===== config.mk =====
export PLATFORM = sky130hd
export DESIGN_NAME = instr_fetch
export DESIGN_NICKNAME = d
export VERILOG_FILES = /design/src/rtl/instr_fetch_pkg.sv /design/src/rtl/instr_fetch.sv
export SDC_FILE = /design/constraint.sdc
export NUM_CORES = 1
export LEC_CHECK = 0
export BUFFER_PORTS_ARGS = -buffer_cell sky130_fd_sc_hd__buf_2
export CAP_MARGIN = 20
export CELL_PAD_IN_SITES_DETAIL_PLACEMENT = 0
export CELL_PAD_IN_SITES_GLOBAL_PLACEMENT = 1
export CORE_ASPECT_RATIO = 0.6
export CORE_MARGIN = 2
export CORE_UTILIZATION = 30
export CTS_BUF_LIST = sky130_fd_sc_hd__clkbuf_4 sky130_fd_sc_hd__clkbuf_8
export DETAILED_ROUTE_END_ITERATION = 7
export PLACE_DENSITY = 0.63
export SYNTH_ARGS = -nofsm -noshare
export SYNTH_HDL_FRONTEND = slang
export SYNTH_SLANG_ARGS = --single-unit

===== constraint.sdc =====
create_clock -name clk -period 2.7 [get_ports clk]
set_clock_uncertainty 0.2 [all_clocks]
set_input_delay 0.135 -clock clk [delete_from_list [all_inputs] [get_ports clk]]
set_output_delay 0.135 -clock clk [all_outputs]
set_load 0.02 [all_outputs]

===== src/rtl/instr_fetch_pkg.sv =====
// Shared fetch-stage definitions: boot defaults, FSM state encoding and the
// alignment check applied whenever the FSM is about to issue a new fetch.
package instr_fetch_pkg;

  localparam logic [31:0] RESET_PC_DEF  = 32'h0000_0000;
  localparam logic [31:0] NOP_INSTR_DEF = 32'h0000_0013;  // addi x0,x0,0

  typedef enum logic [2:0] {
    ST_BOOT  = 3'd0,
    ST_REQ   = 3'd1,
    ST_HOLD  = 3'd2,
    ST_DRAIN = 3'd3,
    ST_FAULT = 3'd4
  } fetch_state_t;

  // Every path into REQ lands here: a misaligned target parks the stage in FAULT.
  function automatic fetch_state_t req_entry(input logic [31:0] target);
    return (target[1:0] != 2'b00) ? ST_FAULT : ST_REQ;
  endfunction

endpackage


===== src/rtl/instr_fetch.sv =====
// Instruction fetch stage: owns the PC, reads instruction memory over req/ack
// and presents a one-entry instruction register to decode via valid/ready.
//
//   state    | meaning
//   ---------+---------------------------------------------------------------
//   ST_BOOT  | first cycle after reset, no request yet
//   ST_REQ   | read in flight at pc
//   ST_HOLD  | IR holds a correct-path word, waiting for decode
//   ST_DRAIN | redirected mid-read; finishing the old read at req_addr
//   ST_FAULT | misaligned target, fetch halted until the next redirect
module instr_fetch
  import instr_fetch_pkg::*;
#(
  parameter logic [31:0] RESET_PC  = RESET_PC_DEF,
  parameter logic [31:0] NOP_INSTR = NOP_INSTR_DEF
) (
  input  logic        clk,
  input  logic        resetn,
  output logic        mem_req,
  output logic [31:0] mem_addr,
  input  logic        mem_ack,
  input  logic [31:0] mem_rdata,
  input  logic        redirect_valid,
  input  logic [31:0] redirect_pc,
  output logic        ir_valid,
  input  logic        ir_ready,
  output logic [31:0] ir_instr,
  output logic [31:0] ir_pc,
  output logic        fetch_fault
);

  fetch_state_t state, state_n;
  logic [31:0]  pc, pc_n;
  logic [31:0]  req_addr, req_addr_n;
  logic [31:0]  ir_instr_q, ir_instr_n;
  logic [31:0]  ir_pc_q, ir_pc_n;

  always_ff @(posedge clk) begin
    if (!resetn) begin
      state      <= ST_BOOT;
      pc         <= RESET_PC;
      req_addr   <= RESET_PC;
      ir_instr_q <= NOP_INSTR;
      ir_pc_q    <= 32'h0000_0000;
    end else begin
      state      <= state_n;
      pc         <= pc_n;
      req_addr   <= req_addr_n;
      ir_instr_q <= ir_instr_n;
      ir_pc_q    <= ir_pc_n;
    end
  end

  always_comb begin
    state_n    = state;
    pc_n       = pc;
    req_addr_n = req_addr;
    ir_instr_n = ir_instr_q;
    ir_pc_n    = ir_pc_q;

    case (state)
      ST_BOOT: begin
        if (redirect_valid) begin
          pc_n    = redirect_pc;
          state_n = req_entry(redirect_pc);
        end else begin
          state_n = req_entry(pc);
        end
      end

      ST_REQ: begin
        if (redirect_valid) begin
          pc_n = redirect_pc;
          if (mem_ack) begin
            state_n = req_entry(redirect_pc);
          end else begin
            // The read already on the bus must finish at its original address.
            req_addr_n = pc;
            state_n    = ST_DRAIN;
          end
        end else if (mem_ack) begin
          ir_instr_n = mem_rdata;
          ir_pc_n    = pc;
          pc_n       = pc + 32'd4;
          state_n    = ST_HOLD;
        end
      end

      ST_HOLD: begin
        if (redirect_valid) begin
          pc_n       = redirect_pc;
          ir_instr_n = NOP_INSTR;
          state_n    = req_entry(redirect_pc);
        end else if (ir_ready) begin
          state_n = req_entry(pc);
        end
      end

      ST_DRAIN: begin
        if (redirect_valid) begin
          pc_n = redirect_pc;
        end
        // The drained word is dropped; a redirect in the same cycle still retargets.
        if (mem_ack) begin
          state_n = req_entry(pc_n);
        end
      end

      ST_FAULT: begin
        if (redirect_valid) begin
          pc_n    = redirect_pc;
          state_n = req_entry(redirect_pc);
        end
      end

      default: state_n = ST_BOOT;
    endcase
  end

  assign mem_req     = (state == ST_REQ) || (state == ST_DRAIN);
  assign mem_addr    = (state == ST_DRAIN) ? req_addr : pc;
  assign ir_valid    = (state == ST_HOLD);
  assign fetch_fault = (state == ST_FAULT);
  assign ir_instr    = ir_instr_q;
  assign ir_pc       = ir_pc_q;

endmodule

After elaboration in Yosys (flattened, before gate mapping)
Index checks and enable logic that the tools add are counted.
{"block": "totals", "register_bits": 131, "out_inout_bits": 99, "memories": 0, "rom_bits": 0, "latchBits": 0, "ramBits": 0, "in_bits": 69}
{"block": "classes", "multipliers": 0, "reduce_logical": 13, "n_shift": 0, "n_mux": 22, "div_mod_pow": 0, "n_eq_ne": 11, "n_lt_le_gt_ge": 0, "n_bitwise": 2, "n_addsub": 1}
{"cell": "32-bit two-way mux", "count": 8}
{"cell": "32-bit case mux with 3 select lines", "count": 1}
{"cell": "32-bit case mux with 2 select lines", "count": 1}
{"cell": "3-bit two-way mux", "count": 11}
{"cell": "32-bit by 3-bit adder with 32-bit output (second input constant)", "count": 1}
{"cell": "3-bit case mux with 5 select lines", "count": 1}
{"cell": "2-bit != test (second input constant)", "count": 5}
{"cell": "4-bit AND reduction", "count": 2}
{"cell": "2-bit nonzero test", "count": 4}
{"cell": "3-bit by 2-bit equality test with 1-bit output (second input constant)", "count": 2}
{"cell": "3-bit AND reduction", "count": 2}
{"cell": "3-bit by 1-bit equality test with 1-bit output (second input constant)", "count": 1}
{"cell": "3-bit equality test (second input constant)", "count": 1}
{"cell": "3-bit zero test", "count": 1}
{"cell": "3-bit by 2-bit != test with 1-bit output (second input constant)", "count": 1}
{"cell": "3-bit != test (second input constant)", "count": 1}
{"cell": "3-bit nonzero test", "count": 1}
{"cell": "3-bit OR reduction", "count": 1}
{"cell": "1-bit inverter", "count": 2}
{"cell": "2-bit AND reduction", "count": 1}
{"cell": "1-bit logical OR", "count": 1}

Longest topological paths before layout
{"block": "depth", "ltp_word": 6, "ltp_mapped": 8, "ltp_nobuf": 6}

Worst setup path after synthesis
OpenSTA, ideal clock, no wires.
{"block": "synth_timing", "path_kind": "register to register", "startpoint": "reg pc[2]", "endpoint": "reg pc[30]", "setup_ns": 0.062, "path_slack_ns": 0.730, "stages_incl_launch_ff": 7, "period_less_slack_ns": 1.970, "path_buffers": 0, "arrival_ns": 1.708, "path_cell_list": "dfxtp_1 -> ha_1 -> nand4_2 -> nor3_4 -> nand3_1 -> or4_1 -> nand3_1"}
{"block": "synth_between", "elab_chain_len": 4}
{"element": "start: declaration", "line": "instr_fetch.sv:33", "source": "logic [31:0] pc, pc_n;"}
{"element": "start signal: assignment", "line": "instr_fetch.sv:47", "source": "pc <= pc_n;"}
{"element": "32-bit by 3-bit adder with 32-bit output", "line": "instr_fetch.sv:84", "source": "pc_n = pc + 32'd4;"}
{"element": "32-bit two-way mux", "line": "instr_fetch.sv:81", "source": "end else if (mem_ack) begin"}
{"element": "32-bit two-way mux", "line": "instr_fetch.sv:72", "source": "if (redirect_valid) begin"}
{"element": "32-bit case mux with 3 select lines", "line": "instr_fetch.sv:61", "source": "case (state)"}
Every way passes these cells. The select of a mux whose other input is x is not followed.
A chain may end at the register's enable or synchronous reset.

Worst setup path after layout
{"block": "layout_timing", "startpoint": "reg state[0]", "endpoint": "reg pc[8]"}
{"block": "layout_between", "elab_chain_len": 4, "elab_cells_between_ends": 10, "cone_classes": "eq/ne (5); mux (1); reduce/logical (4)"}
{"element": "start: declaration", "line": "instr_fetch.sv:32", "source": "fetch_state_t state, state_n;"}
{"element": "start signal: assignment", "line": "instr_fetch.sv:46", "source": "state <= state_n;"}
{"element": "3-bit by 2-bit equality test with 1-bit output, or another cell as far along", "line": "instr_fetch.sv:61"}
{"element": "3-bit OR reduction (no line)"}
{"element": "3-bit nonzero test (no line)"}
{"element": "2-bit AND reduction (no line)"}
Several ways; a longest one is shown, not always the timed one.

==> flow_summary.toml <==
[power]
seq_power_share = 0.445
totalPowerFinal_mw = 4.75
switching_power_mw = 1.39
p_int_mw = 3.36
p_comb_frac = 0.193
switching_share = 0.293
p_leak_nw = 3.74
vdd_drop_max_uv = 286
power_frac_clock = 0.362
p_per_area_nw_per_um2 = 535

[timing]
setup_viol = 0
hold_viol_final = 0
relSlewSlack = 0.576
fmax_ghz = 0.388
finalCritPeriodShare = 0.955
worst_pin_slew_ns = 0.631
min_period_ns = 2.58
tns_ns = 0
maxSlewViolCount = 0
rsz0062_at_grt = "no"

[worst_hold_path]
hold_depth = 3
hold_path_class = "in -> reg"
worstHoldStart = "redirect_valid"
hold_end = "pc[23]$_SDFFE_PN0P_"

[logic_synthesis]
async_flop_share = 0
avgSynthCellArea_um2 = 8.35
ys_seq_area_frac = 0.413
synth_edf_count = 0
syn_area_um2 = 6360
synthesis.nets = 831
synthCells = 761
synth_warnings = 0
ys_ff_latch = 131
ys.flop_type = "dfxtp_1"
synth.distinct_cells = 66

[clock_network]
cts_root_buffer = "clkbuf_8"
cts_tree = "done"
cts_max_path_buffers = 2
h-tree-depth = 4
cts.clk_slew.worst_paths_ns = 0.08
clk_latency_ns = 0.45
post_cts_buffers = 0
cts_made_buffers = 17
cts_num_sinks = 131

[grt]
top_usage_layer = "met1"
first_global_vias = 5884
grt_max_degree = 57
track_usage = 0.195
use_met1 = 0.295
gr-usage-met2 = 0.269
grt_pass1_wl_um = 33500
overflow = 0
antenna_found_initial = 0
met3_usage = 0.0511

[floorplan]
dieHeight_um = 117
dieArea_um2 = 22400
num_rows = 41
initial_utilization = 0.304
io-pin-count = 168
dieWidth_um = 192
core_area_um2 = 20900

[setup_path]
worst_r2r_path_depth = 5
r2r-end = "pc[8]$_SDFFE_PN0P_"
end_kind = "register"
crit_fanout = 14
required_ns = 2.90
crit_type = "reg -> reg"
reg2reg_slack_ns = 0.12
arrival_ns = 2.78
startpoint_type = "register"
rr_startpoint = "state[0]$_SDFFE_PN0P_"

[finish]
layout.nets = 1078
n_antenna_cell = 0
syn_to_final_growth_pct = 39.7
drive_above_1_share = 0.275

[placement]
place_congestion = 0.783
portBuffers = 167
dp_hpwl_um = 14100

[detailed_routing]
antenna_left = 0
drc = 0
wl_per_cell_um = 16.5
avgViaCountPerCell = 4.88
firstDrtPassIters = 5
vias = 6335
drtIter0Drc = 336
routed_wl_um = 21500

[run]
maxCapViolCount = 0

[status]
status = "complete, no violations"
[what timing repair did]
action / CTS / global route
resized for setup: 1 / 5
hold endpoints to repair: 84 / 0
setup endpoints to repair: 32 / 57
hold buffers: 97 / 0
[layer usage]
layer | routed length (um) | vias up
met2 | 8620 | 168
met5 | 0 | -
met3 | 1290 | 16
met1 | 11400 | 2972
li1 | - | 3179
met4 | 209 | 0
[final cells by class]
| type | instances | area (um2) |
|---|---|---|
| clock inverter | 5 | 75.1 |
| inverter | 7 | 26.3 |
| sequential | 131 | 2630 |
| clock buffer | 25 | 319 |
| tap | 279 | 349 |
| multi-input combinational | 554 | 3410 |
| timing repair buffer | 297 | 2080 |
| fill | 2135 | 12000 |
[critical path, cell delays in order (launching register included)]
cell and delay, ns:
dfxtp_1 0.55, mux2_2 0.28, and2_1 0.53, a221oi_1 0.16
nor3b_1 0.24, dlygate4sd3_1 0.56
[synth_stat cells (8+ instances only)]
master / n / area (um2)
a21boi_0: 59 / 443
a21boi_1: 10 / 75.1
a21oi_1: 11 / 55.1
a22oi_1: 34 / 255
and2_1: 8 / 50.1
and3_1: 9 / 56.3
buf_2: 32 / 160
clkbuf_1: 30 / 113
dfxtp_1: 131 / 2620
mux2_2: 33 / 372
nand2_1: 158 / 593
nand3_1: 36 / 180
nand4_1: 10 / 62.6
nor2_1: 27 / 101
nor2b_1: 39 / 244
nor3_1: 8 / 40.0
o21ai_0: 19 / 95.1
[power groups by stage]
stage	Sequential [mW]	Combinational [mW]	Clock, mW
3_5_place_dp	2.15	0.810	0
6_report	2.11	0.916	1.72
5_1_grt	2.13	1.00	1.86
3_3_place_gp	2.15	0.810	0
4_1_cts	2.11	0.915	1.78
2_1_floorplan	2.12	0.541	0
[cell families (layout without fill, tap and decap cells)]
| kind of cell | count (synthesis) | after routing | synth area share |
|---|---|---|---|
| and+or+nand+nor | 325 | 325 | 0.251 |
| muxes | 36 | 36 | 0.0632 |
| DFF | 131 | 131 | 0.413 |
| AOI/OAI and AO/OA | 191 | 191 | 0.217 |
| buffers and inverters | 76 | 334 | 0.0537 |
| xor gates and xnor gates | 1 | 1 | 0.00138 |
| adders and majority gates | 1 | 1 | 0.00197 |
[worst max path at each step]
| stage | startpoint | endpoint | depth (start not counted) | slack [ns] |
|---|---|---|---|---|
| 2_1_floorplan | pc[2]$_SDFFE_PN0P_ | pc[30]$_SDFFE_PN0P_ | 6 | 0.73 |
| 3_3_place_gp | state[1]$_SDFFE_PN0P_ | pc[28]$_SDFFE_PN0P_ | 5 | 0.51 |
| 3_5_place_dp | state[2]$_SDFFE_PN0P_ | mem_addr[14] | 6 | 0.47 |
| 4_1_cts | state[1]$_SDFFE_PN0P_ | pc[8]$_SDFFE_PN0P_ | 5 | 0.07 |
| 5_1_grt | state[0]$_SDFFE_PN0P_ | pc[8]$_SDFFE_PN0P_ | 5 | 0.01 |
| 6_report | state[0]$_SDFFE_PN0P_ | pc[8]$_SDFFE_PN0P_ | 5 | 0.12 |
[cells in the final DEF (no fill, tap or decap), types with 3 or more instances in the layout]
cell type / Yosys / routed
buf_2: 32 / 166
nand2_1: 158 / 158
dfxtp_1: 131 / 129
dlygate4sd3_1: 0 / 97
a21boi_0: 59 / 59
nor2b_1: 39 / 39
nand3_1: 36 / 36
a22oi_1: 34 / 34
mux2_2: 33 / 33
buf_4: 4 / 32
nor2_1: 27 / 27
clkbuf_8: 0 / 21
o21ai_0: 19 / 19
a21boi_1: 10 / 10
nand4_1: 10 / 10
a21oi_1: 11 / 10
and3_1: 9 / 9
nor3_1: 8 / 8
and2_1: 8 / 8
a31oi_1: 7 / 7
o21ai_1: 6 / 6
inv_1: 6 / 6
a32oi_1: 6 / 6
o211ai_1: 5 / 5
nand2b_1: 5 / 4
and4_1: 4 / 4
a32o_1: 4 / 4
o22ai_1: 4 / 4
clkbuf_4: 0 / 4
or3_1: 3 / 3
mux2i_1: 3 / 3
a21o_1: 3 / 3
clkinv_2: 0 / 3
[sequential cells by signal, summed over array words and instances, names as in the netlist]
register  count
pc           32
ir_instr     32
ir_pc        32
state         3
req_addr     32
[per-stage QoR]
step	setup slack, ns	hold WS, ns	utilization	cells	instance area [um2]
5_1_grt	0.0107	0.0208	0.425	1298	8880
6_report	0.121	0.0261	0.425	1298	8880
2_1_floorplan	0.730	0.0911	-	761	6360
3_3_place_gp	0.510	0.185	0.359	1171	7500
4_1_cts	0.0680	0.000444	0.425	1298	8870
3_5_place_dp	0.471	0.196	0.359	1171	7500
Note: power is estimated with default switching activity, not from simulation.
